### config.mk
export PLATFORM = sky130hd
export DESIGN_NAME = rsa_mont_arbiter
export DESIGN_NICKNAME = d
export VERILOG_FILES = /design/src/rtl/rsa_mont_arbiter.sv
export SDC_FILE = /design/constraint.sdc
export NUM_CORES = 1
export LEC_CHECK = 0
export CORE_AREA = 2 2 189 191
export CTS_CLUSTER_DIAMETER = 100
export DETAILED_ROUTE_END_ITERATION = 8
export DIE_AREA = 0 0 191 193
export PLACE_DENSITY = 0.55
export SYNTH_ARGS = -nofsm -noshare
export SYNTH_HDL_FRONTEND = slang
export SYNTH_SLANG_ARGS = --single-unit
### constraint.sdc
create_clock -name clk -period 2.9 [get_ports clk]
set_input_delay 0.87 -clock clk [delete_from_list [all_inputs] [get_ports clk]]
set_output_delay 0.87 -clock clk [all_outputs]
set_load 0.01 [all_outputs]
### src/rtl/rsa_mont_arbiter.sv
// rsa_mont_pkg / rsa_mont_arbiter
//
// Shares one RSAMont modular-exponentiation engine among N_REQ requesters.
// A round-robin pick in IDLE registers the winner's operands. The arbiter
// issues them to the engine, captures the result and returns it to the
// requester that was granted. Only one job is in flight at a time.
//
// Ports:
//   clk, rst_n          clock, asynchronous active-low reset
//   req_valid/ready     per-requester request handshake
//   req_in              per-requester operands (base, msg, key, modulus)
//   rsp_valid/ready     per-requester response handshake
//   rsp_out, rsp_id     shared result bus and the index of its owner
//   eng_i_*             operand handshake towards the engine
//   eng_o_*             result handshake from the engine
//   busy                high whenever the arbiter is not idle
//   last_latency        engine issue-to-result cycles of the last job

package rsa_mont_pkg;
  localparam int KW = 32;

  typedef struct packed {
    logic [KW-1:0] base;
    logic [KW-1:0] msg;
    logic [KW-1:0] key;
    logic [KW-1:0] modulus;
  } rsa_mont_mod_in_t;

  typedef struct packed {
    logic [KW-1:0] out;
  } rsa_mont_mod_out_t;
endpackage

// state  | meaning
// S_IDLE | waiting for a request; round-robin winner gets req_ready
// S_ISSUE| registered job offered to the engine
// S_WAIT | engine busy; waiting for its result
// S_RESP | result presented to the granted requester
module rsa_mont_arbiter
  import rsa_mont_pkg::*;
#(
  parameter int N_REQ = 2,
  parameter int GW    = $clog2(N_REQ),
  parameter int CW    = 16
) (
  input  logic                clk,
  input  logic                rst_n,
  input  logic [N_REQ-1:0]    req_valid,
  output logic [N_REQ-1:0]    req_ready,
  input  rsa_mont_mod_in_t    req_in [N_REQ],
  output logic [N_REQ-1:0]    rsp_valid,
  input  logic [N_REQ-1:0]    rsp_ready,
  output rsa_mont_mod_out_t   rsp_out,
  output logic [GW-1:0]       rsp_id,
  output logic                eng_i_valid,
  input  logic                eng_i_ready,
  output rsa_mont_mod_in_t    eng_i_in,
  input  logic                eng_o_valid,
  output logic                eng_o_ready,
  input  rsa_mont_mod_out_t   eng_o_out,
  output logic                busy,
  output logic [CW-1:0]       last_latency
);

  typedef enum logic [1:0] {S_IDLE, S_ISSUE, S_WAIT, S_RESP} state_t;

  state_t            state_q, state_d;
  logic [GW-1:0]     last_grant_q, last_grant_d;
  logic [GW-1:0]     grant_q, grant_d;
  rsa_mont_mod_in_t  job_q, job_d;
  rsa_mont_mod_out_t result_q, result_d;
  logic [CW-1:0]     cnt_q, cnt_d;
  logic [CW-1:0]     last_latency_q, last_latency_d;

  logic              win_found;
  logic [GW-1:0]     win_idx;
  logic [GW-1:0]     cand;
  logic [CW-1:0]     cnt_sat;

  // Search starts just after the last served requester and wraps, so a
  // requester that keeps req_valid high waits for at most N_REQ-1 jobs.
  always_comb begin
    win_found = 1'b0;
    win_idx   = '0;
    cand      = '0;
    for (int k = 1; k <= N_REQ; k++) begin
      cand = GW'((int'(last_grant_q) + k) % N_REQ);
      if (!win_found && req_valid[cand]) begin
        win_found = 1'b1;
        win_idx   = cand;
      end
    end
  end

  assign cnt_sat = (cnt_q == '1) ? cnt_q : cnt_q + CW'(1);

  always_comb begin
    state_d        = state_q;
    last_grant_d   = last_grant_q;
    grant_d        = grant_q;
    job_d          = job_q;
    result_d       = result_q;
    cnt_d          = cnt_q;
    last_latency_d = last_latency_q;
    req_ready      = '0;
    rsp_valid      = '0;
    eng_i_valid    = 1'b0;
    eng_o_ready    = 1'b0;

    case (state_q)
      S_IDLE: begin
        // rst_n gate keeps req_ready low while reset holds the FSM in IDLE.
        if (rst_n && win_found) begin
          req_ready[win_idx] = 1'b1;
          job_d              = req_in[win_idx];
          grant_d            = win_idx;
          cnt_d              = '0;
          state_d            = S_ISSUE;
        end
      end
      S_ISSUE: begin
        eng_i_valid = 1'b1;
        cnt_d       = cnt_sat;
        if (eng_i_ready) state_d = S_WAIT;
      end
      S_WAIT: begin
        eng_o_ready = 1'b1;
        cnt_d       = cnt_sat;
        if (eng_o_valid) begin
          result_d       = eng_o_out;
          last_latency_d = cnt_sat;
          state_d        = S_RESP;
        end
      end
      S_RESP: begin
        rsp_valid[grant_q] = 1'b1;
        if (rsp_ready[grant_q]) begin
          last_grant_d = grant_q;
          state_d      = S_IDLE;
        end
      end
      default: state_d = S_IDLE;
    endcase
  end

  always_ff @(posedge clk or negedge rst_n) begin
    if (!rst_n) begin
      state_q        <= S_IDLE;
      last_grant_q   <= GW'(N_REQ - 1);
      grant_q        <= '0;
      job_q          <= '0;
      result_q       <= '0;
      cnt_q          <= '0;
      last_latency_q <= '0;
    end else begin
      state_q        <= state_d;
      last_grant_q   <= last_grant_d;
      grant_q        <= grant_d;
      job_q          <= job_d;
      result_q       <= result_d;
      cnt_q          <= cnt_d;
      last_latency_q <= last_latency_d;
    end
  end

  assign rsp_out      = result_q;
  assign rsp_id       = grant_q;
  assign eng_i_in     = job_q;
  assign busy         = (state_q != S_IDLE);
  assign last_latency = last_latency_q;

endmodule

# == After elaboration in Yosys (flattened, before gate mapping) ==
# Index checks and enable logic that the tools add are counted.
# totals
input_bits,296
register_bits,196
wordCells,73
# classes
n_mux,30
reduce_logical,14
magnitude_cmp,7
addsub,3
n_bitwise,1
eq_ne,8
# ops
cell,count
two-way mux 128 bit,3
two-way mux 16 bit,2
case mux 16 bit (2 select lines),1
"adder 16 x 1 -> 16 bit, second input constant",1
"== test 16 bit, second input constant",1
two-way mux 1 bit,14
two-way mux 2 bit,7
"< comparator 1 x 2 -> 1 bit, second input constant",4
"inequality test 2 bit, second input constant",4
case mux 2 bit (4 select lines),1
AND reduction 2 bit,4
"== test 2 bit, second input constant",2
logical AND 1 bit,4
AND reduction 4 bit,1
nonzero test 2 bit,2
"adder 1 bit, second input constant",2
demux 1 bit (select 1 bit),2
"== test 2 x 1 -> 1 bit, second input constant",1
">= comparator 1 bit, second input constant",2
">= comparator 2 bit, second input constant",1
zero test 2 bit,1
inverter 1 -> 2 bit,1
OR reduction 2 bit,1
zero test 1 bit,1

# == Longest topological paths before layout ==
# logic_depth
ltp_word,13
ltp_mapped,9
depth_no_buf,6

# == Worst setup path before layout ==
# OpenSTA, ideal clock, no wires.
# synth_timing
path_kind,in2out
startpoint,in req_valid[1]
endpoint,out req_ready[0]
stages,5
path_slack_ns,0.134
t_required_ns,2.030
arrival_ns,1.896
path_buffers,3
cell_sequence,o211ai_2 -> buf_2 -> buf_2 -> clkbuf_1 -> a21oi_1
# synth_between
elab_chain_len,12
elab_cells_between_ends,18
# synth_lines
item,line_no,rtl
start: declaration,48,"input logic [N_REQ-1:0] req_valid,"
two-way mux 1 bit (implied by the code) (2 in a row),88,if (!win_found && req_valid[cand]) begin
two-way mux 1 bit,88,
zero test 1 bit,88,
logical AND 1 bit,88,
two-way mux 1 bit,88,
< comparator 1 x 2 -> 1 bit (implied by the code) / >= comparator 1 bit (equally long branches),114,req_ready[win_idx] = 1'b1;
logical AND 1 bit (implied by the code),114,
two-way mux 1 bit (implied by the code),114,
demux 1 bit (select 1 bit),114,
two-way mux 2 bit (*),113,if (rst_n && win_found) begin
two-way mux 2 bit (*),110,case (state_q)
end: declaration,49,"output logic [N_REQ-1:0] req_ready,"
# Every way passes the cells marked *; elsewhere a longest branch is shown, timed or not. The select of a mux whose other input is x is not followed.

# == Worst setup path in the final report ==
# layout_timing
startpoint,reg state_q[1]
endpoint,out busy
# layout_between
elab_chain_len,1
# layout_lines
item,line_no,rtl
start: declaration,67,"state_t state_q, state_d;"
start signal: assignment,156,state_q <= state_d;
nonzero test 2 bit,169,assign busy = (state_q != S_IDLE);
end: declaration,61,"output logic busy,"
# No other way between the ends.

==> out/qor.txt <==
Startpoint type of the worst setup path = flip-flop
GPL Wtd Cong = 0.839
Post-DP HPWL = 26200 µm
# IOs = 480
Hold WC Path Type = flip-flop to flip-flop
Largest net degree at the start of global routing = 255
Critical Path, Cell by Cell = inv_1 > ha_4 > buf_4 > inv_1 > clkdlybuf4s50_1
Critical path data required time = 2.03 ns
Ys flop type = dfrtp_1
Hold buffer count at cts = 0
Slew Viols, Final = 0
Most frequent cells in the layout = 474 x clkdlybuf4s50_1, 249 x nand2_1, 195 x dfrtp_1, 153 x o21ai_0, 131 x mux2i_1
Status = complete, no violations
CP max stage delay = 0.56 ns
PortBufs = 479
Maximum VDD drop = 0.475 mV
ANT nets after route = 0
Routed WL = 34600 µm
Psw = 0.00464 W
Flop pwr share = 34.1%
Nets = 1682
Syn Area/Cell = 9.82 µm²
Flops & latches, synth = 196
Share of layout cells above drive strength 1 = 4.52%
Layout area overhead = 66.2%
Final Critical Period = 2.76 ns
WP data arrival = 1.89 ns
Switching Fraction = 34.9%
GRT Util Overall = 18.4%
Commonest non-fill, non-tap cell in the layout = clkdlybuf4s50_1
Worst setup path class = flip-flop to output pin
CTS H-tree depth = 4
Die area = 0.0369 mm²
CTS tree = done
Global route total overflow = 0
Dpl ws = -0.301 ns
Syn Nets = 1226
Vias in the first global route = 8086
Core Util, Final = 43.2%
Drt first pass iters = 4
Initial antenna violation count = 5
Hold Fails Final Rpt = 0
CTS clk-pin slew, worst paths = 0.08 ns
Worst skew pair latency = 0.45 ns
Mapped Cells = 925
Critical path's most frequent cell = inv_1
RSZ-0062 raised after global routing = false
Clock Path Buffers = 2
Least-Margin Pin Slew = 1.04 ns
Post-synth EDFFs = 0
Worst-path maximum fanout = 6
DR vias/cell = 4.43
Synth async-reset ratio = 100%
Core box area = 0.0350 mm²
Initial Util = 26.0%
PD cells = 880 mW/mm²
Clock skew = 0.0146 ns
Clk sinks = 196
Root Driver = clkbuf_16
Drc violations = 0
Synth warn = 0
Iter 0 DRT Violations = 484
Clk pwr share = 20.4%
Cell Int Power = 0.00865 W
Wirelength per Cell = 18.6 µm
Post-synthesis sequential area ratio = 54.0%
Combinational Power Share = 45.5%
Worst path slowest cell = clkdlybuf4s50_1
Netlist cell types = 49
Max-cap check violation count = 0
First-pass GRT wire length = 50600 µm
Fmax achieved = 0.363 GHz
Post-Syn Area = 0.00908 mm²
Final WS setup = 0.141 ns
Standard-cell rows = 69
Via count = 8239
Crit path capture type = output pin
Fin crit share = 95.1%
Die width = 191 µm
Max-slew headroom = 30.7%
Setup Viol. Count Final = 0
TritonCTS Buffers = 17
Leakage power = 6.75 nW
Die Span Y = 193 µm
-- power by group through the flow --
stage	Clock, W	Combinational, W	Sequential, W
2_1_floorplan	0	0.00196	0.00502
3_3_place_gp	0	0.00607	0.00455
3_5_place_dp	0	0.00612	0.00459
4_1_cts	0.00279	0.00616	0.00455
5_1_grt	0.00291	0.00664	0.00469
6_report	0.00271	0.00605	0.00453
-- synth_stat cells, drive strengths merged, types with 5 or more instances --
library cell / instances / area, µm²
o21ai: 153 / 766
and3: 8 / 50.1
nor2: 13 / 48.8
nand4: 8 / 62.6
dfrtp: 195 / 4880
buf: 36 / 181
a21oi: 12 / 63.8
inv: 12 / 45.0
nand3: 5 / 25.0
a21o: 6 / 45.0
clkbuf: 26 / 98.8
a31oi: 15 / 93.8
nor3: 5 / 25.0
mux2i: 131 / 1310
ha: 5 / 62.6
nand2: 251 / 945
-- final timing paths --
kind	startpoint	end	slack (ns)	cells after the start
max	state_q[1]	busy	0.14	5
min	rsp_out[22]	rsp_out[22]	0.48	2
max reg2reg	state_q[1]	eng_i_in[98]	0.74	6
min reg2reg	rsp_out[22]	rsp_out[22]	0.48	2
max in group asynchronous	rst_n	eng_i_in[20]	0.79	3
min in group asynchronous	rst_n	cnt_q[11]	0.58	2
-- cell type report --
cell class / count / area [µm²]
diodes: 5 / 12.5
clock buffers: 18 / 439
clock inverters: 14 / 220
fillers: 3457 / 19900
inverters: 12 / 45.0
multi-input cells: 655 / 3880
flip-flops and latches: 196 / 4910
well taps: 461 / 577
repair buffers: 499 / 5020
-- logic make-up after synthesis --
group                      count (synthesis)  synth area share (%)
and+or+nand+nor                          307                  14.2
AOI/OAI and AO/OA                        207                  12.6
DFF                                      196                  54.0
muxes                                    131                  14.4
buffers and inverters                     74                  3.58
xor gates and xnor gates                   5                 0.482
adders and majority gates                  5                 0.689
-- state kept, by name (all words and copies together) (netlist names) --
signal / flops
eng_i_in: 128
rsp_out: 32
cnt_q: 16
last_latency: 16
state_q: 2
last_grant_q: 1
rsp_id: 1
-- per-stage QoR --
stage / TNS, ns / power [W] / cells / hold slack, ns / cell area, µm²
after floorplan: 0 / 0.00698 / 925 / 0.507 / 9080
after global placement: -7.33 / 0.0106 / 1823 / 0.457 / 14400
after detailed placement: -11.15 / 0.0107 / 1823 / 0.462 / 14400
after CTS: 0 / 0.0135 / 1855 / 0.481 / 15100
after global routing: 0 / 0.0142 / 1857 / 0.499 / 15100
final: 0 / 0.0133 / 1860 / 0.476 / 15100
-- repair_timing --
item                                    in CTS  in global routing
buffers inserted                             0                  0
endpoints found under the setup margin       3                  0
resized for setup                            6                  0
-- layer usage --
metal	GRT usage (%)	vias to the layer above	share of wire, %
met5	0	-	0
met4	4.41	0	1.2
met3	5.54	23	7.1
met2	31.3	243	50
met1	22.8	3873	42
li1	-	4100	-
-- critical path, delay by kind of cell (launching register included) --
kind / cells / cell delay, ns
adders and majority gates: 1 / 0.19
DFF: 1 / 0.38
buffers and inverters: 4 / 0.87
Power figures use the tool's default switching activity.
